File: config.mk
export PLATFORM = sky130hd
export DESIGN_NAME = mem_access_stage_flat
export DESIGN_NICKNAME = d
export VERILOG_FILES = /design/src/rtl/mem_access_stage_pkg.sv /design/src/rtl/mem_access_stage_if.sv /design/src/rtl/mem_access_stage_result_queue.sv /design/src/rtl/mem_access_stage.sv /design/src/flat_wrapper.sv
export SDC_FILE = /design/constraint.sdc
export NUM_CORES = 1
export LEC_CHECK = 0
export ABC_AREA = 1
export CAP_MARGIN = 20
export CORE_MARGIN = 2
export CORE_UTILIZATION = 49
export DETAILED_ROUTE_END_ITERATION = 12
export PLACE_DENSITY = 0.78
export SYNTH_ARGS = -nofsm -noshare
export SYNTH_HDL_FRONTEND = slang
export SYNTH_SLANG_ARGS = --single-unit
export TNS_END_PERCENT = 50
File: constraint.sdc
create_clock -name clk -period 5.2 [get_ports clk]
set_input_delay 1.04 -clock clk [delete_from_list [all_inputs] [get_ports clk]]
set_output_delay 1.04 -clock clk [all_outputs]
set_load 0.02 [all_outputs]
File: src/rtl/mem_access_stage_pkg.sv
// Shared types and widths for the MEM pipeline stage: op encodings and the
// result-queue entry that travels to writeback.
package mem_access_stage_pkg;

  localparam int DATA_W = 16;
  localparam int RD_W   = 3;

  typedef enum logic [1:0] {
    OP_ALU   = 2'b00,
    OP_LOAD  = 2'b01,
    OP_STORE = 2'b10,
    OP_RSVD  = 2'b11
  } op_e;

  typedef struct packed {
    logic [RD_W-1:0]   rd;
    logic [DATA_W-1:0] data;
    logic              reg_we;
  } result_t;

endpackage

File: src/rtl/mem_access_stage_if.sv
// Bundle of the execute-side handshake, data-memory bus and writeback handshake
// seen by the MEM stage. The stage itself uses the slave view.
interface mem_access_stage_if;
  import mem_access_stage_pkg::*;

  logic              ex_valid;
  logic              ex_ready;
  logic [1:0]        ex_op;
  logic [DATA_W-1:0] ex_addr;
  logic [DATA_W-1:0] ex_store_data;
  logic [DATA_W-1:0] ex_alu_result;
  logic [RD_W-1:0]   ex_rd;
  logic              ex_reg_we;

  logic [DATA_W-1:0] mem_read_addr;
  logic [DATA_W-1:0] mem_write_addr;
  logic [DATA_W-1:0] mem_write_data;
  logic              mem_we;
  logic [DATA_W-1:0] mem_read_data;

  logic              wb_valid;
  logic              wb_ready;
  logic [RD_W-1:0]   wb_rd;
  logic [DATA_W-1:0] wb_data;
  logic              wb_reg_we;
  logic              err_oob;

  modport slave (
    input  ex_valid, ex_op, ex_addr, ex_store_data, ex_alu_result, ex_rd, ex_reg_we,
    input  mem_read_data, wb_ready,
    output ex_ready, mem_read_addr, mem_write_addr, mem_write_data, mem_we,
    output wb_valid, wb_rd, wb_data, wb_reg_we, err_oob
  );

  modport master (
    output ex_valid, ex_op, ex_addr, ex_store_data, ex_alu_result, ex_rd, ex_reg_we,
    output mem_read_data, wb_ready,
    input  ex_ready, mem_read_addr, mem_write_addr, mem_write_data, mem_we,
    input  wb_valid, wb_rd, wb_data, wb_reg_we, err_oob
  );

endinterface

File: src/rtl/mem_access_stage_result_queue.sv
// In-order result FIFO with two push ports (push0 is the older entry) and one
// pop port; head is presented combinationally.
module mem_access_stage_result_queue #(
  parameter int DEPTH   = 2,
  parameter int ENTRY_W = 20
) (
  input  logic                         clk,
  input  logic                         reset,
  input  logic                         push0,
  input  logic [ENTRY_W-1:0]           push0_entry,
  input  logic                         push1,
  input  logic [ENTRY_W-1:0]           push1_entry,
  input  logic                         pop,
  output logic [ENTRY_W-1:0]           head_entry,
  output logic [$clog2(DEPTH+1)-1:0]   count
);
  localparam int PTR_W = (DEPTH > 1) ? $clog2(DEPTH) : 1;
  localparam int CNT_W = $clog2(DEPTH + 1);

  logic [PTR_W-1:0]   head_reg, tail_reg, tail_plus1;
  logic [CNT_W-1:0]   count_reg;
  logic [1:0]         n_push;
  logic               do_pop;
  logic [ENTRY_W-1:0] first_entry;
  logic [DEPTH-1:0]   wr_first, wr_second;
  logic [ENTRY_W-1:0] slot_q [DEPTH];

  function automatic logic [PTR_W-1:0] bump(input logic [PTR_W-1:0] p, input int n);
    return PTR_W'((int'(p) + n) % DEPTH);
  endfunction

  // A lone push1 lands at the tail just like a lone push0.
  assign n_push      = {1'b0, push0} + {1'b0, push1};
  assign first_entry = push0 ? push0_entry : push1_entry;
  assign tail_plus1  = bump(tail_reg, 1);
  assign do_pop      = pop && (count_reg != '0);

  generate
    for (genvar gi = 0; gi < DEPTH; gi++) begin : g_slot
      logic [ENTRY_W-1:0] slot_reg;

      assign wr_first[gi]  = (n_push != 2'd0) && (tail_reg == PTR_W'(gi));
      assign wr_second[gi] = (n_push == 2'd2) && (tail_plus1 == PTR_W'(gi));
      assign slot_q[gi]    = slot_reg;

      always_ff @(posedge clk) begin
        if (wr_first[gi]) begin
          slot_reg <= first_entry;
        end else if (wr_second[gi]) begin
          slot_reg <= push1_entry;
        end
      end
    end
  endgenerate

  always_ff @(posedge clk or posedge reset) begin
    if (reset) begin
      head_reg  <= '0;
      tail_reg  <= '0;
      count_reg <= '0;
    end else begin
      tail_reg  <= bump(tail_reg, int'(n_push));
      head_reg  <= bump(head_reg, int'(do_pop));
      count_reg <= count_reg + CNT_W'(n_push) - CNT_W'(do_pop);
    end
  end

  assign head_entry = slot_q[head_reg];
  assign count      = count_reg;

endmodule

File: src/rtl/mem_access_stage.sv
// MEM stage: issues loads/stores to a 1-cycle data memory and retires ALU and
// load results in program order through a credit-limited result queue.
module mem_access_stage
  import mem_access_stage_pkg::*;
#(
  parameter int ADDR_BITS = 4,
  parameter int DEPTH     = 2
) (
  input  logic               clk,
  input  logic               reset,
  mem_access_stage_if.slave  bus
);
  localparam int CNT_W = $clog2(DEPTH + 1);

  op_e               op;
  logic              ready, acc, is_load, is_store, oob;
  logic              load_fire, store_fire, alu_fire, pop;
  logic [CNT_W-1:0]  q_count;

  logic              load_pending_reg;
  logic [RD_W-1:0]   load_rd_reg;
  logic              load_we_reg;
  logic              load_oob_reg;
  logic              err_oob_reg;
  logic [DATA_W-1:0] read_addr_reg, write_addr_reg, write_data_reg;
  logic [DATA_W-1:0] read_addr_next, write_addr_next, write_data_next;

  result_t           load_entry, alu_entry, head_entry, hold_reg, wb_entry;

  always_comb begin
    op       = op_e'(bus.ex_op);
    is_load  = (op == OP_LOAD);
    is_store = (op == OP_STORE);
    oob      = |bus.ex_addr[DATA_W-1:ADDR_BITS];
    // Credit covers the load still in flight, so the queue can never overflow.
    ready    = (int'(q_count) + int'(load_pending_reg)) < DEPTH;
    acc      = bus.ex_valid && ready && !reset;
  end

  assign load_fire  = acc && is_load;
  assign store_fire = acc && is_store && !oob;
  assign alu_fire   = acc && !is_load && !is_store;

  assign read_addr_next  = load_fire  ? bus.ex_addr       : read_addr_reg;
  assign write_addr_next = store_fire ? bus.ex_addr       : write_addr_reg;
  assign write_data_next = store_fire ? bus.ex_store_data : write_data_reg;

  always_ff @(posedge clk or posedge reset) begin
    if (reset) begin
      load_pending_reg <= 1'b0;
      load_rd_reg      <= '0;
      load_we_reg      <= 1'b0;
      load_oob_reg     <= 1'b0;
      err_oob_reg      <= 1'b0;
      read_addr_reg    <= '0;
      write_addr_reg   <= '0;
      write_data_reg   <= '0;
      hold_reg         <= '0;
    end else begin
      load_pending_reg <= load_fire;
      if (load_fire) begin
        load_rd_reg  <= bus.ex_rd;
        load_we_reg  <= bus.ex_reg_we;
        load_oob_reg <= oob;
      end
      err_oob_reg    <= acc && (is_load || is_store) && oob;
      read_addr_reg  <= read_addr_next;
      write_addr_reg <= write_addr_next;
      write_data_reg <= write_data_next;
      if (pop) begin
        hold_reg <= head_entry;
      end
    end
  end

  always_comb begin
    load_entry.rd     = load_rd_reg;
    load_entry.data   = load_oob_reg ? '0 : bus.mem_read_data;
    load_entry.reg_we = load_we_reg;
    alu_entry.rd      = bus.ex_rd;
    alu_entry.data    = bus.ex_alu_result;
    alu_entry.reg_we  = bus.ex_reg_we;
  end

  // The completing load is older than any op accepted this cycle, so it takes push0.
  mem_access_stage_result_queue #(
    .DEPTH   (DEPTH),
    .ENTRY_W ($bits(result_t))
  ) u_queue (
    .clk         (clk),
    .reset       (reset),
    .push0       (load_pending_reg),
    .push0_entry (load_entry),
    .push1       (alu_fire),
    .push1_entry (alu_entry),
    .pop         (pop),
    .head_entry  (head_entry),
    .count       (q_count)
  );

  assign pop      = bus.wb_valid && bus.wb_ready;
  assign wb_entry = (q_count != '0) ? head_entry : hold_reg;

  assign bus.ex_ready       = ready;
  assign bus.mem_read_addr  = read_addr_next;
  assign bus.mem_write_addr = write_addr_next;
  assign bus.mem_write_data = write_data_next;
  assign bus.mem_we         = store_fire;
  assign bus.wb_valid       = (q_count != '0);
  assign bus.wb_rd          = wb_entry.rd;
  assign bus.wb_data        = wb_entry.data;
  assign bus.wb_reg_we      = wb_entry.reg_we;
  assign bus.err_oob        = err_oob_reg;

endmodule

File: src/flat_wrapper.sv
// flat-port wrapper written by rule: the top's interface ports become plain ports
module mem_access_stage_flat import mem_access_stage_pkg::*;
#(
  parameter int ADDR_BITS = 4,
  parameter int DEPTH     = 2
)
  (clk, reset, bus_ex_valid, bus_ex_op, bus_ex_addr, bus_ex_store_data, bus_ex_alu_result, bus_ex_rd, bus_ex_reg_we, bus_mem_read_data, bus_wb_ready, bus_ex_ready, bus_mem_read_addr, bus_mem_write_addr, bus_mem_write_data, bus_mem_we, bus_wb_valid, bus_wb_rd, bus_wb_data, bus_wb_reg_we, bus_err_oob);
  mem_access_stage_if bus_i ();
  input  logic clk;
  input  logic reset;
  input wire logic [$bits(bus_i.ex_valid)-1:0] bus_ex_valid;
  input wire logic [$bits(bus_i.ex_op)-1:0] bus_ex_op;
  input wire logic [$bits(bus_i.ex_addr)-1:0] bus_ex_addr;
  input wire logic [$bits(bus_i.ex_store_data)-1:0] bus_ex_store_data;
  input wire logic [$bits(bus_i.ex_alu_result)-1:0] bus_ex_alu_result;
  input wire logic [$bits(bus_i.ex_rd)-1:0] bus_ex_rd;
  input wire logic [$bits(bus_i.ex_reg_we)-1:0] bus_ex_reg_we;
  input wire logic [$bits(bus_i.mem_read_data)-1:0] bus_mem_read_data;
  input wire logic [$bits(bus_i.wb_ready)-1:0] bus_wb_ready;
  output wire logic [$bits(bus_i.ex_ready)-1:0] bus_ex_ready;
  output wire logic [$bits(bus_i.mem_read_addr)-1:0] bus_mem_read_addr;
  output wire logic [$bits(bus_i.mem_write_addr)-1:0] bus_mem_write_addr;
  output wire logic [$bits(bus_i.mem_write_data)-1:0] bus_mem_write_data;
  output wire logic [$bits(bus_i.mem_we)-1:0] bus_mem_we;
  output wire logic [$bits(bus_i.wb_valid)-1:0] bus_wb_valid;
  output wire logic [$bits(bus_i.wb_rd)-1:0] bus_wb_rd;
  output wire logic [$bits(bus_i.wb_data)-1:0] bus_wb_data;
  output wire logic [$bits(bus_i.wb_reg_we)-1:0] bus_wb_reg_we;
  output wire logic [$bits(bus_i.err_oob)-1:0] bus_err_oob;
  assign bus_i.ex_valid = bus_ex_valid;
  assign bus_i.ex_op = bus_ex_op;
  assign bus_i.ex_addr = bus_ex_addr;
  assign bus_i.ex_store_data = bus_ex_store_data;
  assign bus_i.ex_alu_result = bus_ex_alu_result;
  assign bus_i.ex_rd = bus_ex_rd;
  assign bus_i.ex_reg_we = bus_ex_reg_we;
  assign bus_i.mem_read_data = bus_mem_read_data;
  assign bus_i.wb_ready = bus_wb_ready;
  assign bus_ex_ready = bus_i.ex_ready;
  assign bus_mem_read_addr = bus_i.mem_read_addr;
  assign bus_mem_write_addr = bus_i.mem_write_addr;
  assign bus_mem_write_data = bus_i.mem_write_data;
  assign bus_mem_we = bus_i.mem_we;
  assign bus_wb_valid = bus_i.wb_valid;
  assign bus_wb_rd = bus_i.wb_rd;
  assign bus_wb_data = bus_i.wb_data;
  assign bus_wb_reg_we = bus_i.wb_reg_we;
  assign bus_err_oob = bus_i.err_oob;
  mem_access_stage #(.ADDR_BITS(ADDR_BITS), .DEPTH(DEPTH)) u_core (.clk(clk), .reset(reset), .bus(bus_i));
endmodule
Word-level counts from Yosys, hierarchy flattened
Cells that the tools add are included.
W data, S select, Z words.
Storage, ports and cells
  register bits after elaboration: 119
  bits of input ports: 74
  output and inout bits: 72
  word-level logic and storage cells: 69
Cells by class
  $add $sub $neg: 7
  magnitude comparators: 2
  equal/unequal tests: 3
  mux-type cells: 13
  bitwise gates (word level): 3
  reduce and logical (&&, ||, !) cells: 25
Operator list (count)
  $mux W20: 9
  $mux W16: 4
  $lt A32 B3 Y1 const B: 1
  $logic_and A1 B1 Y1: 15
  $reduce_or A12 Y1: 1
  $reduce_bool A2 Y1: 4
  $eq A2 B2 Y1 const B: 2
  $logic_not A1 Y1: 4
  $add A2 B1 Y3: 1
  $add A1 B1 Y1: 2
  $add A1 B1 Y2: 1
  $add A2 B2 Y2: 1
  $eq A2 B1 Y1 const B: 1
  $ge A2 B2 Y1 const B: 1
  $not A1 Y1: 2
  $not A1 Y2: 1
  $sub A2 B1 Y2: 1
  $add A1 B1 Y1 const B: 1
  $logic_or A1 B1 Y1: 1

Logic depth before layout (Yosys ltp)
Gate-level depths: netlist (run 1).
  word-level depth: 11
  gate-level depth with buffers: 15
  gate-level depth less buffers: 14

Cells and area by module
Synthesis (run 1) repeated with hierarchy kept, for this count alone.
Unflattened totals
  cells, all modules: 704
  area, all modules: 5715.5 um^2
Modules (own cells, without submodules)
  mem_access_stage: times used 1, cells an instance 411, area each 3315.7 um^2, sequential area each 1876.8 um^2
  mem_access_stage_result_queue: times used 1, cells an instance 293, area each 2399.8 um^2, sequential area each 1301.2 um^2

Worst setup path before layout (run 1)
OpenSTA, ideal clock, no wires.
  path type: input to output
  from: in reset
  to: out bus_mem_read_addr[12]
  data arrival time: 4.064 ns
  data required time: 4.160 ns
  slack: 0.096 ns
  cell stages on the path: 6
  path buffers: 1
  cells stage by stage: inv_1 -> nand2_1 -> nor2_4 -> nand2_2 -> clkbuf_1 -> o21ai_0
On the way
  cells in the longest elaborated chain, start to end: 4
Ends and longest elaborated chain
  from (decl): line flat_wrapper.sv:10  | input logic reset;
  $logic_not A1 Y1: line mem_access_stage.sv:37  | acc = bus.ex_valid && ready && !reset;
  $logic_and A1 B1 Y1: line mem_access_stage.sv:37
  $logic_and A1 B1 Y1: line mem_access_stage.sv:40  | assign load_fire = acc && is_load;
  $mux W16: line mem_access_stage.sv:44  | assign read_addr_next = load_fire ? bus.ex_addr : read_addr_reg;
  to (decl): line flat_wrapper.sv:21  | output wire logic [$bits(bus_i.mem_read_addr)-1:0] bus_mem_read_addr;
Every way passes these cells.

Final worst setup path (run 1)
  from: in bus_ex_op[0]
  to: out bus_mem_we
On the way
  cells in the longest elaborated chain, start to end: 3
Ends and longest elaborated chain
  from (decl): line flat_wrapper.sv:12  | input wire logic [$bits(bus_i.ex_op)-1:0] bus_ex_op;
  $eq A2 B2 Y1: line mem_access_stage.sv:33  | is_store = (op == OP_STORE);
  $logic_and A1 B1 Y1 (2 in a row): line mem_access_stage.sv:41  | assign store_fire = acc && is_store && !oob;
  to (decl): line flat_wrapper.sv:24  | output wire logic [$bits(bus_i.mem_we)-1:0] bus_mem_we;
Every way passes these cells.

==> results.cfg, run 1 <==
[status]
status = finished, final reports clean

[finish]
mostFrequentLayoutCell = nand2_1
multi_input_area_um2 = 1958
final_layout_size_suffix_gt1_share_pct = 6.049
fillers = 886
layout.area.seq_um2 = 3178
fin_nets = 879
syn_to_final_growth_pct = 38.30
n_antenna_cell = 0
mostFrequentLayoutCells = nand2_1, clkdlybuf4s50_1, o21ai_0
largest_register_ffs = 40

[drt]
num_vias = 4732
drt-pass1-iter-count = 5
drc_errors = 0
wl_per_cell_um = 13.68
drt_wl_total_um = 13040
ant_nets = 0
viasPerCell = 4.965
drt_iter0_markers = 292

[critical_path]
cp_cell_sequence = clkdlybuf4s50_1 > inv_1 > ha_1 > inv_1 > nor3_2 > nand3_1 > inv_2 > clkdlybuf4s50_1
slowest_stage = clkdlybuf4s50_1
worstPathMaxFanout = 21
crit_family = buffers and inverters
cp.arrival_ns = 3.65
path_class = in -> out
crit_path_start_kind = input pin
critPathCaptureType = primary output
worst_path_largest_cell_delay_ns = 0.68
critPathBufInv = 5
crit_required_ns = 4.16

[yosys]
syn_nets = 746
ys_seq_area_share_pct = 56.68
ys_ff_latch = 119
yosysUniqueCellTypes = 22
syn_area_per_cell_um2 = 8.444
synth_cells = 664
yosysWarnings = 0
syn-cell-area_um2 = 5607

[sta]
worstMarginPinSlew_ns = 0.9764
fin_crit_sh_pct = 90.27
worst_slew_margin_rel_pct = 34.83
setup_violations = 0
tns_ns = 0
setup_ws_ns = 0.5060
hold_viol_final = 0
fmax_mhz = 213.0
slew_violations = 0
timing.hold.ws_ns = 0.4740
rsz0062_at_grt = false
min_period_ns = 4.694
clock_skew_ns = 0.008532

[placed_design]
gp_congestion = 0.8423
port_buffers = 145
place_ws_ns = 0.4893
dp_hpwl_um = 9040

[grt]
grt_pass1_vias = 4527
grt_start_max_net_pins = 56
use_met1_pct = 29.44
grtUsageMet2_pct = 34.76
globalRouteMet3Util_pct = 6.561
grt.total_usage_pct = 22.10
grt-ovfl-total = 0
busiest_layer = met2
antenna_found_initial = 0
grt_pass1_wl_um = 21980

[floorplanning]
core_um2 = 11270
dieArea_um2 = 12310
die_w_um = 111.0
die_h_um = 111.0
start_util_pct = 49.74
fp-row-count = 39
pin_count = 146

[power_and_ir_drop]
p_leak_nw = 3.548
power_density_nw_per_um2 = 484.2
finalPower_mw = 3.755
peakVddDrop_mv = 0.3222

[min_path]
hold_path.class = reg -> reg

[job]
maxCapViolations = 0

[clocking]
cts_tree = done
cts_resized = 0
post_cts_buffers = 0
clk_pin_slew_ns = 0.05
root_buffer = clkbuf_16
htree_levels = 4
clock_path_buffers = 2
clk_latency_ns = 0.41
cts_hold_buf = 0
cts_buffers = 17
clock-sinks = 119
final cells by class:
type                    count  area share (%)
flip-flops and latches    119           40.99
multi-input cells         430           25.25
repair buffers            153           19.49
clock buffers              28           7.633
inverters                  76           3.728
well taps                 143           2.308
clock inverters             4          0.5971
power breakdown:
part           internal [mW]  leakage (nW)  switching, mW  total [mW]
logic                  0.522          1.90          0.754        1.28
registers               1.17          1.33         0.0889        1.26
clock network          0.822         0.318          0.395        1.22
total                   2.52          3.55           1.24        3.75
worst register-to-register path, cell delays in order, from the launching register on:
cell,delay [ns]
dfrtp_1,0.36
buf_4,0.26
nand2_2,0.13
nand2_2,0.10
nor2_4,0.12
nand3_1,0.21
fa_1,0.44
inv_1,0.60
cells in the mapped netlist (all sizes together):
| cell type | instances | area share (%) |
|---|---|---|
| nand2 | 246 | 17 |
| o21ai | 109 | 9.7 |
| dfrtp | 79 | 35 |
| inv | 75 | 5.1 |
| edfxtp | 40 | 21 |
| clkbuf | 23 | 1.5 |
| nor2 | 23 | 1.7 |
| nand4 | 20 | 2.2 |
| nand3 | 19 | 1.7 |
| buf | 16 | 1.8 |
| ha | 6 | 1.3 |
| fa | 2 | 0.71 |
| xnor2 | 2 | 0.31 |
| xor2 | 2 | 0.31 |
| clkinv | 1 | 0.067 |
| nor3 | 1 | 0.18 |
logic make-up (layout without fill, tap and decap cells):
family	Yosys count	after routing	share of synthesized area, %
flops	119	119	56.68
xor+xnor	4	4	0.6250
buf+inv	115	261	8.480
compound gates	109	109	9.730
fa+ha+maj	8	8	2.053
simple gates	309	309	22.43
layer usage:
metal / up-vias / wire length (µm)
li1: 2382 / -
met1: 2156 / 5731
met2: 174 / 6156
met3: 20 / 935
met4: 0 / 216
met5: - / 0
per-stage QoR:
stage | util (%) | std cells | instance area, µm²
after floorplan | - | 664 | 5607
after global placement | 63.13 | 921 | 7116
after detailed placement | 63.13 | 921 | 7116
after CTS | 68.79 | 953 | 7754
after global routing | 68.79 | 953 | 7754
final | 68.79 | 953 | 7754
worst paths after layout:
kind / from / endpoint / slack [ns] / cells past startpoint
hold reg to reg: u_core.write_data_reg[10]$_DFF_PP0_ / u_core.write_data_reg[10]$_DFF_PP0_ / 0.47 / 2
min in group asynchronous: reset / u_core.write_addr_reg[6]$_DFF_PP0_ / 1.08 / 3
hold / removal: u_core.write_data_reg[10]$_DFF_PP0_ / u_core.write_data_reg[10]$_DFF_PP0_ / 0.47 / 2
setup / recovery: bus_ex_op[0] / bus_mem_we / 0.51 / 8
setup reg to reg: u_core.load_pending_reg$_DFF_PP0_ / u_core.u_queue.g_slot[0].slot_reg[4]$_DFFE_PP_ / 2.61 / 7
max in group asynchronous: reset / u_core.write_addr_reg[4]$_DFF_PP0_ / 3.10 / 4
Note: power is estimated with default switching activity, not from simulation.
==> run 2, diff against run 1 <==
- CORE_MARGIN: 2 -> unset
- CORE_UTILIZATION: 49 -> 50
- CTS_BUF_LIST: unset -> sky130_fd_sc_hd__clkbuf_8
- PLACE_DENSITY: 0.78 -> 0.8
- clock period: 5.2 -> 4.5 ns (I/O delays scaled with it)
==> run 2 against run 1 <==
Compared with the run above: setup slack got worse by 0.29 ns; total power rose by 5.6%; critical path depth stayed put; clock skew up 0.0013 ns; via count decreased by 0.34%; highest routed layer unchanged; sequential power up 16%; combinational power up 16%.
==> results.cfg, run 2 (same netlist as run 1, synthesis figures left out) <==
[drt]
viasPerCell = 4.964
drt_wl_total_um = 13090
drc_errors = 0
ant_nets = 0
wl_per_cell_um = 13.78
num_vias = 4716
drt_iter0_markers = 273
drt-pass1-iter-count = 4

[floorplanning]
core_um2 = 10890
fp-row-count = 38
die_w_um = 107.9
dieArea_um2 = 11640
pin_count = 146
start_util_pct = 51.49
die_h_um = 107.9

[sta]
fin_crit_sh_pct = 95.30
setup_ws_ns = 0.2113
worst_slew_margin_rel_pct = 34.90
clock_skew_ns = 0.009810
tns_ns = 0
rsz0062_at_grt = false
setup_violations = 0
hold_viol_final = 0
min_period_ns = 4.289
fmax_mhz = 233.2
slew_violations = 0
worstMarginPinSlew_ns = 0.9736

[critical_path]
worstPathMaxFanout = 16
crit_path_start_kind = input pin
critPathCaptureType = primary output
startpoint = bus_ex_op[1]
crit_required_ns = 3.60
cp.arrival_ns = 3.39
rr_startpoint = u_core.u_queue.count[1]$_DFF_PP0_
path_class = in -> out

[grt]
grt_pass1_vias = 4611
globalRouteMet3Util_pct = 8.354
busiest_layer = met2
grt.total_usage_pct = 24.28
use_met1_pct = 29.36
grt_start_max_net_pins = 54
grt-ovfl-total = 0
grt_pass1_wl_um = 21510
antenna_found_initial = 0
grtUsageMet2_pct = 40.29

[clocking]
cts_hold_buf = 0
clock_path_buffers = 2
htree_levels = 4
root_buffer = clkbuf_8
cts_tree = done
post_cts_buffers = 0
clk_latency_ns = 0.43
cts_resized = 0
cts_buffers = 17
clk_pin_slew_ns = 0.06
clock-sinks = 119

[power_and_ir_drop]
peakVddDrop_mv = 0.3848
p_leak_nw = 3.458
power_density_nw_per_um2 = 525.8

[finish]
fin_nets = 880
finalCoreUtilization_pct = 69.27
largest_register_ffs = 40
fillers = 866
n_antenna_cell = 0
fin_area_um2 = 7542
mostFrequentLayoutCell = nand2_1
syn_to_final_growth_pct = 34.52
final_layout_size_suffix_gt1_share_pct = 6.173
mostFrequentLayoutCells = nand2_1, clkdlybuf4s50_1, o21ai_0

[min_path]
hold_path.class = reg -> reg
holdCritStartpoint = u_core.write_data_reg[5]$_DFF_PP0_

[placed_design]
gp_congestion = 0.7390
dp_hpwl_um = 9048
place_area_um2 = 7122
place_ws_ns = 0.2033
port_buffers = 145

[job]
maxCapViolations = 0

[status]
status = finished, final reports clean
-- run 2: cell count changes in the layout (fill, tap and decap cells not counted), sizes merged --
cell,delta
clkinvlp,+1
bufinv,+3
clkinv,+2
buf,+1
clkbuf,-9
inv,+2
-- run 2: metrics by stage --
step	hold WS, ns	power, mW	instances
after floorplan	0.4529	2.324	664
after global routing	0.4969	4.219	950
after CTS	0.4738	3.989	950
final	0.4742	3.966	950
after global placement	0.4552	2.909	919
after detailed placement	0.4538	2.951	919
-- run 2: worst paths after layout --
path | cells past startpoint | to | slack, ns
worst min-delay path | 2 | u_core.write_data_reg[5]$_DFF_PP0_ | 0.47
worst max register to register | 5 | u_core.hold_reg[19]$_DFFE_PP0P_ | 2.08
min in group asynchronous | 3 | u_core.hold_reg[12]$_DFFE_PP0P_ | 0.99
worst min register to register | 2 | u_core.write_data_reg[5]$_DFF_PP0_ | 0.47
max in group asynchronous | 4 | u_core.read_addr_reg[14]$_DFF_PP0_ | 2.50
worst max-delay path | 8 | bus_mem_write_addr[4] | 0.21
-- run 2: critical path, cell delays in order --
cell and delay (ns):
clkdlybuf4s50_1 0.50, ha_1 0.16, inv_1 0.06, nor3_2 0.20, nand3_1 0.49, inv_2 0.39
nor2_1 0.11, clkdlybuf4s50_1 0.56
-- run 2: layout make-up --
class / instances / area (µm²) / area share [%]
Sequential cell: 119 / 3178 / 42.14
Clock inverter: 12 / 158.9 / 2.107
Timing Repair Buffer: 154 / 1519 / 20.14
Multi-Input combinational cell: 430 / 1958 / 25.96
Clock buffer: 19 / 261.5 / 3.467
Tap cell: 140 / 175.2 / 2.322
Inverter: 76 / 291.5 / 3.865
-- run 2: metal layers --
layer / up-vias / share of wire (%) / routed length [µm]
li1: 2385 / - / -
met1: 2196 / 43 / 5568
met2: 121 / 50 / 6493
met3: 14 / 6.5 / 849
met4: 0 / 1.4 / 182
met5: - / 0 / 0
-- run 2: power breakdown --
group	switching (mW)	leakage (nW)	internal, mW
logic	0.873	1.90	0.603
clock network	0.410	0.228	0.621
registers	0.106	1.33	1.35
